[config.mk]
export PLATFORM = sky130hd
export DESIGN_NAME = multicycle_controller
export DESIGN_NICKNAME = d
export VERILOG_FILES = /design/src/rtl/multicycle_controller.sv
export SDC_FILE = /design/constraint.sdc
export NUM_CORES = 1
export LEC_CHECK = 0
export CORE_MARGIN = 2
export CORE_UTILIZATION = 45
export CTS_CLUSTER_DIAMETER = 50
export DETAILED_ROUTE_END_ITERATION = 16
export MAX_ROUTING_LAYER = met4
export PLACE_DENSITY = 0.85
export SLEW_MARGIN = 40
export SYNTH_ARGS = -nofsm -noshare
export SYNTH_HDL_FRONTEND = slang
export SYNTH_SLANG_ARGS = --single-unit
[constraint.sdc]
create_clock -name clk -period 2.3 [get_ports clk]
set_clock_uncertainty 0.2 [all_clocks]
set_input_delay 0.46 -clock clk [delete_from_list [all_inputs] [get_ports clk]]
set_output_delay 0.46 -clock clk [all_outputs]
set_load 0.005 [all_outputs]
[src/rtl/multicycle_controller.sv]
// multicycle_controller: control FSM for the multicycle RISC-V core.
// Steps each instruction through FETCH/DECODE/EXEC/MEM/WB. It waits on a
// variable-latency memory through mem_ready. It traps on an illegal opcode,
// and on a memory wait that reaches MEM_TIMEOUT cycles (MEM_TIMEOUT=0 turns
// the timeout off).
// Optional feature: define MC_PERF_CNT_EN to build the retired-instruction
// counter (instret). When it is undefined, instret is tied to 0.
//
// state  | meaning
// FETCH  | instruction read; ir_write pulses when mem_ready arrives
// DECODE | latch opcode, check legality
// EXEC   | ALU op; branches/jumps retire here
// MEM    | data access for LW/SW; SW retires when mem_ready arrives
// WB     | register write-back and PC update
// TRAP   | halted; only reset leaves
module multicycle_controller #(
  parameter int MEM_TIMEOUT = 16,
  parameter int CNT_W       = 32
) (
  input  logic             clk,
  input  logic             reset,
  input  logic [6:0]       opcode,
  input  logic             mem_ready,
  output logic             pc_write,
  output logic             ir_write,
  output logic             alu_src,
  output logic             mem_to_reg,
  output logic             reg_write,
  output logic             mem_read,
  output logic             mem_write,
  output logic             branch,
  output logic             jsel,
  output logic [1:0]       alu_op,
  output logic [2:0]       state,
  output logic             trap,
  output logic [1:0]       trap_cause,
  output logic [CNT_W-1:0] instret
);

  typedef enum logic [2:0] {
    S_FETCH  = 3'd0,
    S_DECODE = 3'd1,
    S_EXEC   = 3'd2,
    S_MEM    = 3'd3,
    S_WB     = 3'd4,
    S_TRAP   = 3'd5
  } state_e;

  typedef struct packed {
    logic       pc_write;
    logic       alu_src;
    logic       mem_to_reg;
    logic       reg_write;
    logic       mem_read;
    logic       mem_write;
    logic       branch;
    logic       jsel;
    logic [1:0] alu_op;
    logic       trap;
  } ctrl_t;

  localparam logic [6:0] OP_R    = 7'b0110011;
  localparam logic [6:0] OP_I    = 7'b0010011;
  localparam logic [6:0] OP_LUI  = 7'b0110111;
  localparam logic [6:0] OP_LW   = 7'b0000011;
  localparam logic [6:0] OP_SW   = 7'b0100011;
  localparam logic [6:0] OP_BR   = 7'b1100011;
  localparam logic [6:0] OP_JAL  = 7'b1101111;
  localparam logic [6:0] OP_JALR = 7'b1100111;

  // The wait counter only has to hold 0..MEM_TIMEOUT-1. The limit is hit on
  // the MEM_TIMEOUT-th consecutive stall cycle.
  localparam int WAIT_W = (MEM_TIMEOUT > 1) ? $clog2(MEM_TIMEOUT) : 1;
  localparam logic [WAIT_W-1:0] WAIT_LIM = WAIT_W'((MEM_TIMEOUT > 0) ? MEM_TIMEOUT - 1 : 0);

  // Reset leaves the core in FETCH, so only mem_read is high.
  localparam ctrl_t CTRL_RST = '{pc_write: 1'b0, alu_src: 1'b0, mem_to_reg: 1'b0,
                                 reg_write: 1'b0, mem_read: 1'b1, mem_write: 1'b0,
                                 branch: 1'b0, jsel: 1'b0, alu_op: 2'b00, trap: 1'b0};

  state_e            state_q, state_d;
  logic [6:0]        opc_q, opc_d;
  logic [WAIT_W-1:0] wait_q, wait_d;
  logic [1:0]        cause_q, cause_d;
  ctrl_t             ctrl_q, ctrl_d;
  logic              legal, wait_hit, imm_sel, sw_done;
  logic [1:0]        alu_op_dec;

  assign legal    = opcode inside {OP_R, OP_I, OP_LUI, OP_LW, OP_SW, OP_BR, OP_JAL, OP_JALR};
  // mem_ready on the limit cycle wins: the hit only counts while still stalled.
  assign wait_hit = (MEM_TIMEOUT != 0) && !mem_ready && (wait_q == WAIT_LIM);

  // Next state, opcode latch, stall counter and trap cause
  always_comb begin
    state_d = state_q;
    opc_d   = opc_q;
    wait_d  = '0;
    cause_d = cause_q;
    case (state_q)
      S_FETCH: begin
        if (mem_ready) begin
          state_d = S_DECODE;
        end else if (wait_hit) begin
          state_d = S_TRAP;
          cause_d = 2'b10;
        end else begin
          wait_d = wait_q + WAIT_W'(1);
        end
      end
      S_DECODE: begin
        opc_d = opcode;
        if (legal) begin
          state_d = S_EXEC;
        end else begin
          state_d = S_TRAP;
          cause_d = 2'b01;
        end
      end
      S_EXEC: begin
        case (opc_q)
          OP_BR, OP_JAL, OP_JALR: state_d = S_FETCH;
          OP_LW, OP_SW:           state_d = S_MEM;
          default:                state_d = S_WB;
        endcase
      end
      S_MEM: begin
        if (mem_ready) begin
          state_d = (opc_q == OP_LW) ? S_WB : S_FETCH;
        end else if (wait_hit) begin
          state_d = S_TRAP;
          cause_d = 2'b10;
        end else begin
          wait_d = wait_q + WAIT_W'(1);
        end
      end
      S_WB:    state_d = S_FETCH;
      S_TRAP:  state_d = S_TRAP;
      default: begin
        state_d = S_TRAP;
        cause_d = 2'b01;
      end
    endcase
  end

  // ALU operand select and ALU op class for the opcode being carried forward
  always_comb begin
    imm_sel    = 1'b0;
    alu_op_dec = 2'b00;
    case (opc_d)
      OP_R:                  alu_op_dec = 2'b10;
      OP_I: begin
        imm_sel    = 1'b1;
        alu_op_dec = 2'b10;
      end
      OP_LUI: begin
        imm_sel    = 1'b1;
        alu_op_dec = 2'b11;
      end
      OP_LW, OP_SW, OP_JALR: imm_sel = 1'b1;
      OP_BR:                 alu_op_dec = 2'b01;
      default: ;
    endcase
  end

  // Moore controls for the state being entered, so the outputs come out of flops
  always_comb begin
    ctrl_d = '0;
    case (state_d)
      S_FETCH: ctrl_d.mem_read = 1'b1;
      S_EXEC: begin
        ctrl_d.alu_src = imm_sel;
        ctrl_d.alu_op  = alu_op_dec;
        case (opc_d)
          OP_BR: begin
            ctrl_d.branch   = 1'b1;
            ctrl_d.pc_write = 1'b1;
          end
          OP_JAL, OP_JALR: begin
            ctrl_d.jsel      = 1'b1;
            ctrl_d.reg_write = 1'b1;
            ctrl_d.pc_write  = 1'b1;
          end
          default: ;
        endcase
      end
      S_MEM: begin
        if (opc_d == OP_LW) begin
          ctrl_d.mem_read = 1'b1;
        end else begin
          ctrl_d.mem_write = 1'b1;
          ctrl_d.alu_src   = 1'b1;
        end
      end
      S_WB: begin
        ctrl_d.reg_write  = 1'b1;
        ctrl_d.pc_write   = 1'b1;
        ctrl_d.mem_to_reg = (opc_d == OP_LW);
        ctrl_d.alu_src    = imm_sel;
        ctrl_d.alu_op     = alu_op_dec;
      end
      S_TRAP:  ctrl_d.trap = 1'b1;
      default: ;
    endcase
  end

  // FSM state, latched opcode, stall counter, trap cause and registered controls
  always_ff @(posedge clk or posedge reset) begin
    if (reset) begin
      state_q <= S_FETCH;
      opc_q   <= '0;
      wait_q  <= '0;
      cause_q <= '0;
      ctrl_q  <= CTRL_RST;
    end else begin
      state_q <= state_d;
      opc_q   <= opc_d;
      wait_q  <= wait_d;
      cause_q <= cause_d;
      ctrl_q  <= ctrl_d;
    end
  end

  // The two handshake strobes follow mem_ready directly. They are gated by
  // reset so that no partial strobe appears while reset is asserted.
  assign sw_done  = (state_q == S_MEM) && (opc_q == OP_SW) && mem_ready && !reset;
  assign ir_write = (state_q == S_FETCH) && mem_ready && !reset;
  assign pc_write = ctrl_q.pc_write | sw_done;

  assign alu_src    = ctrl_q.alu_src;
  assign mem_to_reg = ctrl_q.mem_to_reg;
  assign reg_write  = ctrl_q.reg_write;
  assign mem_read   = ctrl_q.mem_read;
  assign mem_write  = ctrl_q.mem_write;
  assign branch     = ctrl_q.branch;
  assign jsel       = ctrl_q.jsel;
  assign alu_op     = ctrl_q.alu_op;
  assign trap       = ctrl_q.trap;
  assign trap_cause = cause_q;
  assign state      = state_q;

`ifdef MC_PERF_CNT_EN
  logic [CNT_W-1:0] instret_q, instret_d;

  // Retired-instruction count: one per pc_write. It wraps, and a trap does not clear it.
  always_comb instret_d = pc_write ? instret_q + CNT_W'(1) : instret_q;

  // Counter register
  always_ff @(posedge clk or posedge reset) begin
    if (reset) instret_q <= '0;
    else       instret_q <= instret_d;
  end

  assign instret = instret_q;
`else
  assign instret = '0;
`endif

endmodule

== Word-level counts from Yosys, hierarchy flattened ==
Cells that the tools add are included.

* Flip-flop bits (word level): 27
* Word-level logic and storage cells: 103
* Bits of input ports: 10
* Output and inout port bits: 49

* Multiplexer cells: 31
* Bitwise operators: 2
* Reduce and logical (&&, ||, !) cells: 21
* Add/sub/neg operators: 1
* Eq/ne operators: 34

{| class="wikitable"
|+ Operators with widths
! operator !! count
|-
| $eq 7x7->1 const B || 9
|-
| $eq 7x6->1 const B || 7
|-
| $eq 7x2->1 const B || 3
|-
| $mux 3 || 5
|-
| $pmux 3 s5 || 1
|-
| $eq 7x5->1 const B || 2
|-
| $eq 3x2->1 const B || 4
|-
| $eq 3x3->1 const B || 4
|-
| $mux 4 || 3
|-
| $pmux 2 s3 || 2
|-
| $mux 2 || 5
|-
| $reduce_or 2->1 || 5
|-
| $mux 1 || 9
|-
| $reduce_or 3->1 || 3
|-
| $pmux 1 s2 || 4
|-
| $reduce_bool 8->1 || 1
|-
| $mux 7 || 1
|-
| $logic_and 1x1->1 || 6
|-
| $logic_not 3->1 || 2
|-
| $pmux 3 s2 || 1
|-
| $reduce_or 5->1 || 1
|-
| $add 4x1->4 const B || 1
|-
| $eq 4x4->1 const B || 1
|-
| $ne 2x2->1 const B || 2
|-
| other kinds (6) || 7
|}

== Depth between registers and ports, before layout ==
* Word-level depth: 8
* Mapped depth: 9
* Mapped depth without buffers: 7

== Least setup slack after synthesis ==
OpenSTA, ideal clock, no wires.

* Path type: input-to-output
* Start point: input reset
* End point: output pc_write
* Required time: 1640 ps
* Path buffers: 0
* Stages on the path: 3
* Data arrival time: 1480 ps
* Path slack: 160 ps
* Path through: inv_1 > nand2_1 > o31ai_1

* Longest elaborated chain between the ends: 3

{| class="wikitable"
|+ Ends and longest elaborated chain
! item !! line !! text
|-
| start: declaration || 21 || <nowiki>input logic reset,</nowiki>
|-
| $logic_not 1->1 || 225 || <nowiki>assign sw_done = (state_q == S_MEM) && (opc_q == OP_SW) && mem_ready && !reset;</nowiki>
|-
| $logic_and 1x1->1 || 225 ||
|-
| $or 1x1->1 || 227 || <nowiki>assign pc_write = ctrl_q.pc_write | sw_done;</nowiki>
|-
| end: declaration || 24 || <nowiki>output logic pc_write,</nowiki>
|}

No other way between the ends.

== Final worst setup path ==
* Start point: register opc_q[2]
* End point: output pc_write

* Longest elaborated chain between the ends: 5

{| class="wikitable"
|+ Ends and longest elaborated chain
! item !! line !! text
|-
| start: declaration || 82 || <nowiki>logic [6:0] opc_q, opc_d;</nowiki>
|-
| start signal: assignment || 216 || <nowiki>opc_q <= opc_d;</nowiki>
|-
| $eq 7x6->1 || 225 ||
|-
| $logic_and 1x1->1 (3 in a row) || 225 ||
|-
| $or 1x1->1 || 227 ||
|}

No other way between the ends.

==> reports/qor.yml <==
status: "complete, no violations"
holdPathStages: 1
wl_met1_um: 1410
critical_path_class: "flop to output pin"
synth_most_common_cell: "buf_4"
drt_iter0_drc: 47
tritoncts: "yes"
cts_htree_levels: 1
wl_met2_um: 1730
power_mw: 1.73
antenna_found_initial: 0
p_clk_frac: 0.154
wl_met3_um: 180
initial_core_util: 0.462
grt.total_usage: 0.161
ir_drop_mv: 0.520
cp.arrival_ns: 1.58
place_hpwl_um: 2580
place_congestion: 0.886
die_h_um: 65.1
combPwrFrac: 0.484
grt_pass1_vias: 1173
clk_path_buf_depth: 2
viasPerCell: 4.82
worstRegToRegCells: 7
syn-cell-area_sq_um: 1680
insertion_delay_ns: 0.27
io_pins: 59
nFillCells: 335
largest_reg_flops: 7
maxSlewViolCount: 0
coreArea_sq_um: 3630
synth_area_leaders: "dfrtp_1 39%, buf_4 15%, nand2_1 2.7%"
r2r_slack_ns: 0.10
postSynthCellCount: 168
area_delta_synth_final_pct: 24.9
async_flop_share: 1.00
hold_buffers: 0
finalHoldViolations: 0
period_needed_ns: 2.24
r2r_start: "state[2]"
crit_path_end: "pc_write"
row_count: 22
antenna_cells: 0
vias: 1278
crit_start: "opc_q[2]"
slowest_stage: "dfrtp_1"
drc: 0
cp-end-kind: "output pin"
cp.required_ns: 1.64
internal-power_mw: 1.08
yosysTopAreaCell: "dfrtp_1"
synthDistinctLibCells: 56
cp.buffers_inverters: 1
synth.avg_cell_area_sq_um: 9.99
root_buffer: "clkbuf_8"
maxCapViolCount: 0
setup_viol: 0
r2r_end: "alu_src"
power.leakage_nw: 0.938
grt_overflow: 0
grt_max_degree: 28
maxUsedRoutingLayer: "met4"
critPathMaxStageDelay_ns: 0.40
synth_seq_cells: 27
synth_top_area_frac: 0.388
critPathTopFamily: "simple AND/OR/NAND/NOR gates"
powerDensity_nw_per_um2: 827
antenna_left: 0
yosysSeqAreaShare: 0.403
routed_wl_um: 3340
path_clk_slew_ns: 0.09
setup_tns_ns: 0
wl_per_cell_um: 12.6
whs_ns: 0.262
cp-start-kind: "flop"
dieArea_sq_um: 4230
synthTopCellsByCount: "34 x buf_4, 26 x dfrtp_1, 12 x nand2_1, 9 x nor2_1, 7 x inv_1"
power_switching_mw: 0.650
ys.flop_type: "dfrtp_1"
swShare: 0.375
yosys_warnings: 0
layout-drive-gt1-share: 0.253
fmax_mhz: 446
cts_made_buffers: 3
crit_chain: "nor3_2 > nor2b_4 > nand3_1 > o31ai_1 > buf_2"
min_period_over_period: 0.975
fin_area_sq_um: 2100
numClockSinks: 27
place_area_sq_um: 2020
grt_pass1_wl_um: 5210
regMostFlops: "opc_q"
hold_class: "flop to flop"
nets: 229
io_buffers: 26
crit_cells: 5
synth_edf_count: 0
dieWidth_um: 65.1
seqPwrFrac: 0.362
first_pass_iters: 4
path_max_fanout: 2
-- per-stage QoR --
stage                     utilization  setup slack [ns]  cells
after floorplan                     -             0.160    199
after global placement          0.557            -0.273    260
after detailed placement        0.557            -0.305    260
after CTS                       0.575          -0.00368    265
after global routing            0.577           -0.0250    265
final                           0.577            0.0569    265
-- cells in the final DEF, fill, tap and decap left out, drive strengths merged, types with 5 or more instances in the layout --
| cell type | instances |
|---|---|
| dfrtp | 26 |
| conb | 32 |
| nand2 | 13 |
| a21oi | 6 |
| buf | 26 |
| nand3 | 5 |
| o21ai | 5 |
| clkdlybuf4s50 | 23 |
| inv | 11 |
| nor2 | 9 |
-- metal layers --
| layer | GRT usage | vias up |
|---|---|---|
| li1 | - | 607 |
| met1 | 0.201 | 622 |
| met2 | 0.287 | 47 |
| met3 | 0.0174 | 2 |
| met4 | 0.0313 | 0 |
| met5 | - | - |
-- power by group through the flow --
stage          Combinational [mW]  Clock, mW  Sequential, mW
3_3_place_gp                0.770          0           0.627
6_report                    0.839      0.266           0.628
2_1_floorplan               0.520          0           0.633
4_1_cts                     0.823      0.274           0.628
5_1_grt                     0.907      0.294           0.636
3_5_place_dp                0.797          0           0.633
-- worst reg2reg max path: cells and delay by family (launching register included) --
kind / cells / cell delay, ns
mux: 1 / 0.39
flops: 1 / 0.44
xor+xnor: 1 / 0.16
simple gates: 1 / 0.27
compound gates: 2 / 0.32
buf+inv: 2 / 0.32
-- how the worst min path moves through the flow --
stage,startpoint,slack (ns),to
floorplan,wait_q[0],0.23,wait_q[0]
global placement,wait_q[0],0.25,wait_q[0]
detailed placement,wait_q[0],0.25,wait_q[0]
CTS,wait_q[0],0.27,wait_q[0]
global route,wait_q[0],0.29,wait_q[0]
finish,wait_q[0],0.26,wait_q[0]
-- area by class of cell --
class / instances / area [sq um] / share of cell area
multi-input cells: 124 / 816 / 0.389
flip-flops and latches: 27 / 677 / 0.323
repair buffers: 51 / 453 / 0.216
well taps: 48 / 60.1 / 0.0287
clock buffers: 3 / 41.3 / 0.0197
inverters: 11 / 41.3 / 0.0197
clock inverters: 1 / 7.51 / 0.00358
-- what timing repair did --
action,in CTS,in global routing
gates cloned,0,0
buffers inserted,1,0
pin swaps,1,3
gates resized for setup,7,5
setup endpoints to repair,3,6
-- cell families after synthesis --
logic type / synth area share
buffers and inverters: 0.193
AO/OA/AOI/OAI: 0.130
other: 0.00223
flip-flops: 0.403
AND/OR/NAND/NOR: 0.192
XOR/XNOR: 0.0157
multiplexers: 0.0559
adder cells (fa/ha/maj): 0.00746
Note: power is estimated with default switching activity, not from simulation.
